--- config.mk ---
export PLATFORM = sky130hd
export DESIGN_NAME = rr_index_arbiter
export DESIGN_NICKNAME = d
export VERILOG_FILES = /design/src/rtl/arb_pkg.sv /design/src/rtl/rr_pick.sv /design/src/rtl/rr_index_arbiter.sv
export SDC_FILE = /design/constraint.sdc
export NUM_CORES = 1
export LEC_CHECK = 0
export ABC_CLOCK_PERIOD_IN_PS = 5610
export BUFFER_PORTS_ARGS = -buffer_cell sky130_fd_sc_hd__buf_2
export CAP_MARGIN = 20
export CORE_MARGIN = 5
export CORE_UTILIZATION = 35
export DETAILED_ROUTE_END_ITERATION = 8
export GPL_ROUTABILITY_DRIVEN = 0
export HOLD_SLACK_MARGIN = 0.02
export PLACE_DENSITY = 0.52
export SYNTH_ARGS = -nofsm -noshare
export SYNTH_HDL_FRONTEND = slang
export SYNTH_SLANG_ARGS = --single-unit
--- constraint.sdc ---
create_clock -name clk -period 5.61 [get_ports clk]
set_clock_uncertainty 0.1 [all_clocks]
set_input_delay 0.8415 -clock clk [delete_from_list [all_inputs] [get_ports clk]]
set_output_delay 0.8415 -clock clk [all_outputs]
set_load 0.05 [all_outputs]
--- src/rtl/arb_pkg.sv ---
// Shared types and helpers for the round-robin index arbiter.
// Provides the default requester count, FSM state type and pointer wrap.
package arb_pkg;

    localparam int ARB_N_DEFAULT = 8;

    typedef enum logic {
        IDLE,
        GRANT
    } arb_state_t;

    // Next pointer after idx, wrapping at n-1 (n need not be a power of two).
    function automatic int unsigned wrap_inc(
        input int unsigned idx,
        input int unsigned n
    );
        return (idx >= n - 1) ? 0 : idx + 1;
    endfunction

endpackage

--- src/rtl/rr_pick.sv ---
// Wrap-around first-set search: lowest set req bit at or above start,
// else lowest set bit overall. Ports: req, start -> found, idx.
module rr_pick
    import arb_pkg::*;
#(
    parameter int N = ARB_N_DEFAULT,
    parameter int IDX_W = $clog2(N)
) (
    input  logic [N-1:0]     req,
    input  logic [IDX_W-1:0] start,
    output logic             found,
    output logic [IDX_W-1:0] idx
);

    logic             hi_found;
    logic [IDX_W-1:0] hi_idx;
    logic             any_found;
    logic [IDX_W-1:0] any_idx;

    // Descending scans leave the lowest qualifying index in place.
    always_comb begin
        hi_found  = 1'b0;
        hi_idx    = '0;
        any_found = 1'b0;
        any_idx   = '0;
        for (int i = N - 1; i >= 0; i--) begin
            if (req[i]) begin
                any_found = 1'b1;
                any_idx   = IDX_W'(i);
                if (IDX_W'(i) >= start) begin
                    hi_found = 1'b1;
                    hi_idx   = IDX_W'(i);
                end
            end
        end
    end

    assign found = any_found;
    assign idx   = hi_found ? hi_idx : any_idx;

endmodule

--- src/rtl/rr_index_arbiter.sv ---
// Round-robin arbiter producing a registered grant index and valid strobe,
// held under a valid/ready handshake; feeds a one-hot decoder (in/en).
// Ports: clk, rst_n (sync, active-low), req[N], gnt_ready -> gnt_valid, gnt_idx.
// Optional macro RR_ARB_FIXED_PRIO_EN adds prio_fixed: search from 0,
// pointer frozen while it is high.
module rr_index_arbiter
    import arb_pkg::*;
#(
    parameter int N = ARB_N_DEFAULT,
    localparam int IDX_W = $clog2(N)
) (
    input  logic             clk,
    input  logic             rst_n,
    input  logic [N-1:0]     req,
    input  logic             gnt_ready,
`ifdef RR_ARB_FIXED_PRIO_EN
    input  logic             prio_fixed,
`endif
    output logic             gnt_valid,
    output logic [IDX_W-1:0] gnt_idx
);

    arb_state_t       state_q, state_d;
    logic [IDX_W-1:0] ptr_q, ptr_d;
    logic [IDX_W-1:0] gnt_idx_q, gnt_idx_d;
    logic             gnt_valid_q, gnt_valid_d;

    logic             fixed;
    logic             hs;
    logic [IDX_W-1:0] ptr_nxt;
    logic [IDX_W-1:0] start;
    logic             pick_found;
    logic [IDX_W-1:0] pick_idx;

`ifdef RR_ARB_FIXED_PRIO_EN
    assign fixed = prio_fixed;
`else
    assign fixed = 1'b0;
`endif

    assign hs      = (state_q == GRANT) && gnt_ready;
    assign ptr_nxt = IDX_W'(wrap_inc(32'(gnt_idx_q), 32'(N)));

    // On a handshake re-arbitrate from the advanced pointer in the same edge.
    always_comb begin
        start = ptr_q;
        if (fixed) begin
            start = '0;
        end else if (hs) begin
            start = ptr_nxt;
        end
    end

    rr_pick #(
        .N     (N),
        .IDX_W (IDX_W)
    ) u_pick (
        .req   (req),
        .start (start),
        .found (pick_found),
        .idx   (pick_idx)
    );

    always_comb begin
        state_d     = state_q;
        ptr_d       = ptr_q;
        gnt_idx_d   = gnt_idx_q;
        gnt_valid_d = gnt_valid_q;
        unique case (state_q)
            IDLE: begin
                if (pick_found) begin
                    gnt_idx_d   = pick_idx;
                    gnt_valid_d = 1'b1;
                    state_d     = GRANT;
                end
            end
            GRANT: begin
                if (gnt_ready) begin
                    if (!fixed) begin
                        ptr_d = ptr_nxt;
                    end
                    if (pick_found) begin
                        gnt_idx_d = pick_idx;
                    end else begin
                        gnt_valid_d = 1'b0;
                        state_d     = IDLE;
                    end
                end
            end
            default: begin
                state_d     = IDLE;
                gnt_valid_d = 1'b0;
            end
        endcase
    end

    always_ff @(posedge clk) begin
        if (!rst_n) begin
            state_q     <= IDLE;
            ptr_q       <= '0;
            gnt_idx_q   <= '0;
            gnt_valid_q <= 1'b0;
        end else begin
            state_q     <= state_d;
            ptr_q       <= ptr_d;
            gnt_idx_q   <= gnt_idx_d;
            gnt_valid_q <= gnt_valid_d;
        end
    end

    assign gnt_valid = gnt_valid_q;
    assign gnt_idx   = gnt_idx_q;

endmodule

==> results.txt <==
----------------------------------------------------
[Critical path]
  Endpoint kind of the worst setup timing path ... flop
  Critical R2R Capture ... gnt_idx[0]
  Maximum fanout count along the critical path ... 6
  Reg-to-reg critical path startpoint ... gnt_idx[0]
  Setup slack of the worst register-to-register path ... 3.34 ns
  Sequence of cells on the critical path ... ha_1 -> ha_1 -> nand4bb_1 -> a31oi_1 -> o221ai_2 -> a211oi_2 -> nand3b_1 -> a31oi_1
  Delay of the slowest critical-path stage ... 0.36 ns
  Cell family contributing the most delay on the critical path ... compound AO/OA/AOI/OAI gates
  Data arrival time of the worst path ... 2.35 ns
  Worst setup path class ... reg2reg
  Critical path launch point type ... flop
  R2r worst-path depth ... 8
  Bufs and invs on worst path ... 0
  Max stage delay cell, worst path ... sky130_fd_sc_hd__dfxtp_1
  Data required time of the critical path ... 5.69 ns

[Placed design]
  Cells after DPL ... 126
  Detailed placer's ending HPWL ... 1.60 mm
  Total of buffers placed on input and output ports ... 14

[Global routing]
  Via count of the first global-routing pass ... 730
  First-pass GRT wire length ... 3.43 mm
  Global-route total usage across every layer ... 0.140
  Remaining global-route overflow ... 0
  Maximum number of pins on one net before global-route repair ... 11
  Number of antenna violations at the first check in global routing ... 0

[Floorplan]
  Area of the core region ... 1980 µm²
  Standard-cell row count ... 16
  Die area ... 3090 µm²
  Top-level port count ... 15
  DIE WIDTH ... 55.6 µm
  Die Height ... between 50 and 60 µm
  Starting density of the core ... 0.367

[Clocking]
  Clock Sink Count ... 8
  Total of cells resized after clock tree synthesis ... 0
  Number of CTS-inserted buffers ... 3
  CTS max path bufs ... 2
  Cts hold-fix bufs ... 0
  Post-CTS setup-driven buffer insertion count ... 0
  Clock tree from TritonCTS ... done
  Clk slew on worst S/H paths ... 0.05 ns
  Htree depth ... 1
  Clock root cell ... sky130_fd_sc_hd__clkbuf_4
  Clock network latency to the later pin of the worst-skew pair ... ~0.25 ns

[Cells and area]
  Finished Layout Cells ... about 130
  Sequential cell area in the final layout ... 160 µm²
  Post-layout nets ... around 120
  Ant diodes ... 0
  Util after Layout ... 0.426
  Area taken by multi-input logic gates ... about 550 µm²
  Area growth, synth to finish ... 15.8%
  Fraction of layout cells with a size suffix above 1 ... 0.294
  Final-layout fill cell count ... 208

[Flow run]
  Max_cap viols ... 0

[Yosys]
  Number of distinct library cells after synthesis ... 41
  Register bit count reported by yosys ... 8
  Total nets after synthesis ... 99
  Yosys synthesis warning count ... 0
  Average size of a mapped cell ... 8.47 µm²
  Post-synth EDFFs ... 0
  Number of instances in the synthesized netlist ... 86
  Primary flip-flop cell chosen by synthesis mapping ... sky130_fd_sc_hd__dfxtp_1
  Sequential-to-total area share from yosys stat ... 0.220
  Proportion of register bits with asynchronous set or reset after synthesis ... 0
  Post-synthesis instance area ... around 730 µm²

[Route]
  Detailed router's first-iteration violation count ... 26
  Via count normalized by instance count ... 5.77
  DR WL/cell ... 15.4 µm
  Final wirelength ... 1.98 mm
  Detail Route Antenna Nets ... 0
  Detailed-routing iteration count for the pre-antenna-repair pass ... 4
  Drc violations ... 0
  Total number of vias ... 744

[Pwr]
  Leak pwr ... 0.350 nW
  Total power density per cell area ... 202 nW/µm²
  Post-route total power ... between 0.00015 and 0.0002 W
  Peak supply drop ... 0.0991 mV

[Min path]
  Hold Path Stages ... 2
  Hold/Removal Path Class ... reg2reg
  Launch point of the worst hold path ... gnt_idx[2]
  End point of the worst hold path ... gnt_idx[2]

[STA]
  Actual transition at the worst max-transition pin ... 0.378 ns
  Total negative slack for setup checks ... 0 ns
  Portion of the clock cycle consumed by the worst path in the final layout ... 0.404
  Final Slew Violations ... 0
  Fmax ... between 400 and 500 MHz
  Hold_ws ... about 0.45 ns
  Final count of hold timing violations ... 0
  Fin crit period ... 2.27 ns
  Headroom to the max-slew limit ... 0.748
  Count of endpoints failing setup in the final report ... 0
  Setup repair after global routing missed its margin ... false

[Outcome]
  Status ... completed

----------------------------------------------------
==> layout by cell type (no fill, tap or decap), types with 2 or more instances in the layout <==
| cell | count |
|---|---|
| sky130_fd_sc_hd__a21bo_2 | 2 |
| sky130_fd_sc_hd__nand3b_1 | 3 |
| sky130_fd_sc_hd__buf_2 | 14 |
| sky130_fd_sc_hd__o21a_1 | 2 |
| sky130_fd_sc_hd__o211ai_1 | 3 |
| sky130_fd_sc_hd__nor2_1 | 4 |
| sky130_fd_sc_hd__a21oi_1 | 7 |
| sky130_fd_sc_hd__clkbuf_4 | 3 |
| sky130_fd_sc_hd__ha_1 | 2 |
| sky130_fd_sc_hd__nand2_1 | 4 |
| sky130_fd_sc_hd__o21ai_0 | 8 |
| sky130_fd_sc_hd__nor2b_1 | 3 |
| sky130_fd_sc_hd__a31oi_1 | 4 |
| sky130_fd_sc_hd__inv_1 | 3 |
| sky130_fd_sc_hd__dfxtp_1 | 8 |
| sky130_fd_sc_hd__and2_1 | 4 |
| sky130_fd_sc_hd__o21ai_1 | 2 |
| sky130_fd_sc_hd__and3_1 | 2 |
==> synthesized netlist by cell type (2+ instances only) <==
cell	instances	area share
sky130_fd_sc_hd__nor2_1	4	0.021
sky130_fd_sc_hd__nand3b_1	3	0.031
sky130_fd_sc_hd__inv_1	3	0.015
sky130_fd_sc_hd__a31oi_1	4	0.034
sky130_fd_sc_hd__and3_1	2	0.017
sky130_fd_sc_hd__ha_1	2	0.034
sky130_fd_sc_hd__o211ai_1	3	0.031
sky130_fd_sc_hd__nor2b_1	3	0.026
sky130_fd_sc_hd__nand2_1	4	0.021
sky130_fd_sc_hd__dfxtp_1	8	0.22
sky130_fd_sc_hd__o21a_1	2	0.021
sky130_fd_sc_hd__o21ai_1	2	0.014
sky130_fd_sc_hd__a21bo_2	2	0.027
sky130_fd_sc_hd__a21oi_1	7	0.048
sky130_fd_sc_hd__o21ai_0	8	0.055
sky130_fd_sc_hd__and2_1	4	0.034
==> kinds of logic (layout without fill, tap and decap cells) <==
kind of cell | after synthesis | count (layout) | share of synthesized area
fa+ha+maj | 2 | 2 | 0.0344
compound gates | 41 | 41 | 0.423
flops | 8 | 8 | 0.220
buf+inv | 4 | 20 | 0.0309
simple gates | 31 | 31 | 0.292
==> where the power goes <==
part           internal [W]  switching (W)  total [W]
sequential        0.0000611     0.00000430  0.0000654
clock             0.0000245      0.0000202  0.0000447
combinational     0.0000226      0.0000373  0.0000599
==> sequential cells by signal, summed over array words and instances (netlist names) <==
name       cells
gnt_valid      1
state_q        1
gnt_idx        3
ptr_q          3
==> routing by layer <==
metal / GRT usage / share of wire / vias to the layer above
met2: 0.220 / 0.49 / 22
met5: 0 / 0 / -
met4: 0.0972 / 0.014 / 0
met3: 0.0232 / 0.038 / 2
met1: 0.172 / 0.46 / 348
li1: - / - / 372
==> worst max path at each step <==
stage	startpoint	endpoint	slack, ns	depth (start not counted)
6_report	gnt_idx[0]	gnt_idx[0]	3.34	8
5_1_grt	gnt_idx[0]	gnt_idx[0]	3.26	8
3_5_place_dp	req[1]	gnt_idx[1]	3.14	7
4_1_cts	gnt_idx[0]	gnt_idx[0]	3.36	8
2_1_floorplan	gnt_idx[0]	gnt_idx[0]	3.24	8
3_3_place_gp	req[1]	gnt_idx[1]	3.13	7
==> worst min-delay path, delay by kind of cell, from the launching register on <==
kind	cells	cell delay, ns
compound gates	2	0.17
flops	1	0.34
==> cell type report <==
type                       count  area share
clock buffer                   3      0.0267
sequential                     8       0.190
timing repair buffer          14      0.0831
tap                           27      0.0401
inverter                       3      0.0134
multi-input combinational     74       0.647
==> per-stage QoR <==
| step | instance area [µm²] | setup slack, ns |
|---|---|---|
| 2_1_floorplan | 728 | 3.24 |
| 3_3_place_gp | 821 | 3.13 |
| 3_5_place_dp | 821 | 3.14 |
| 4_1_cts | 843 | 3.36 |
| 5_1_grt | 843 | 3.26 |
| 6_report | 843 | 3.34 |
(Power assumes the default switching activity.)
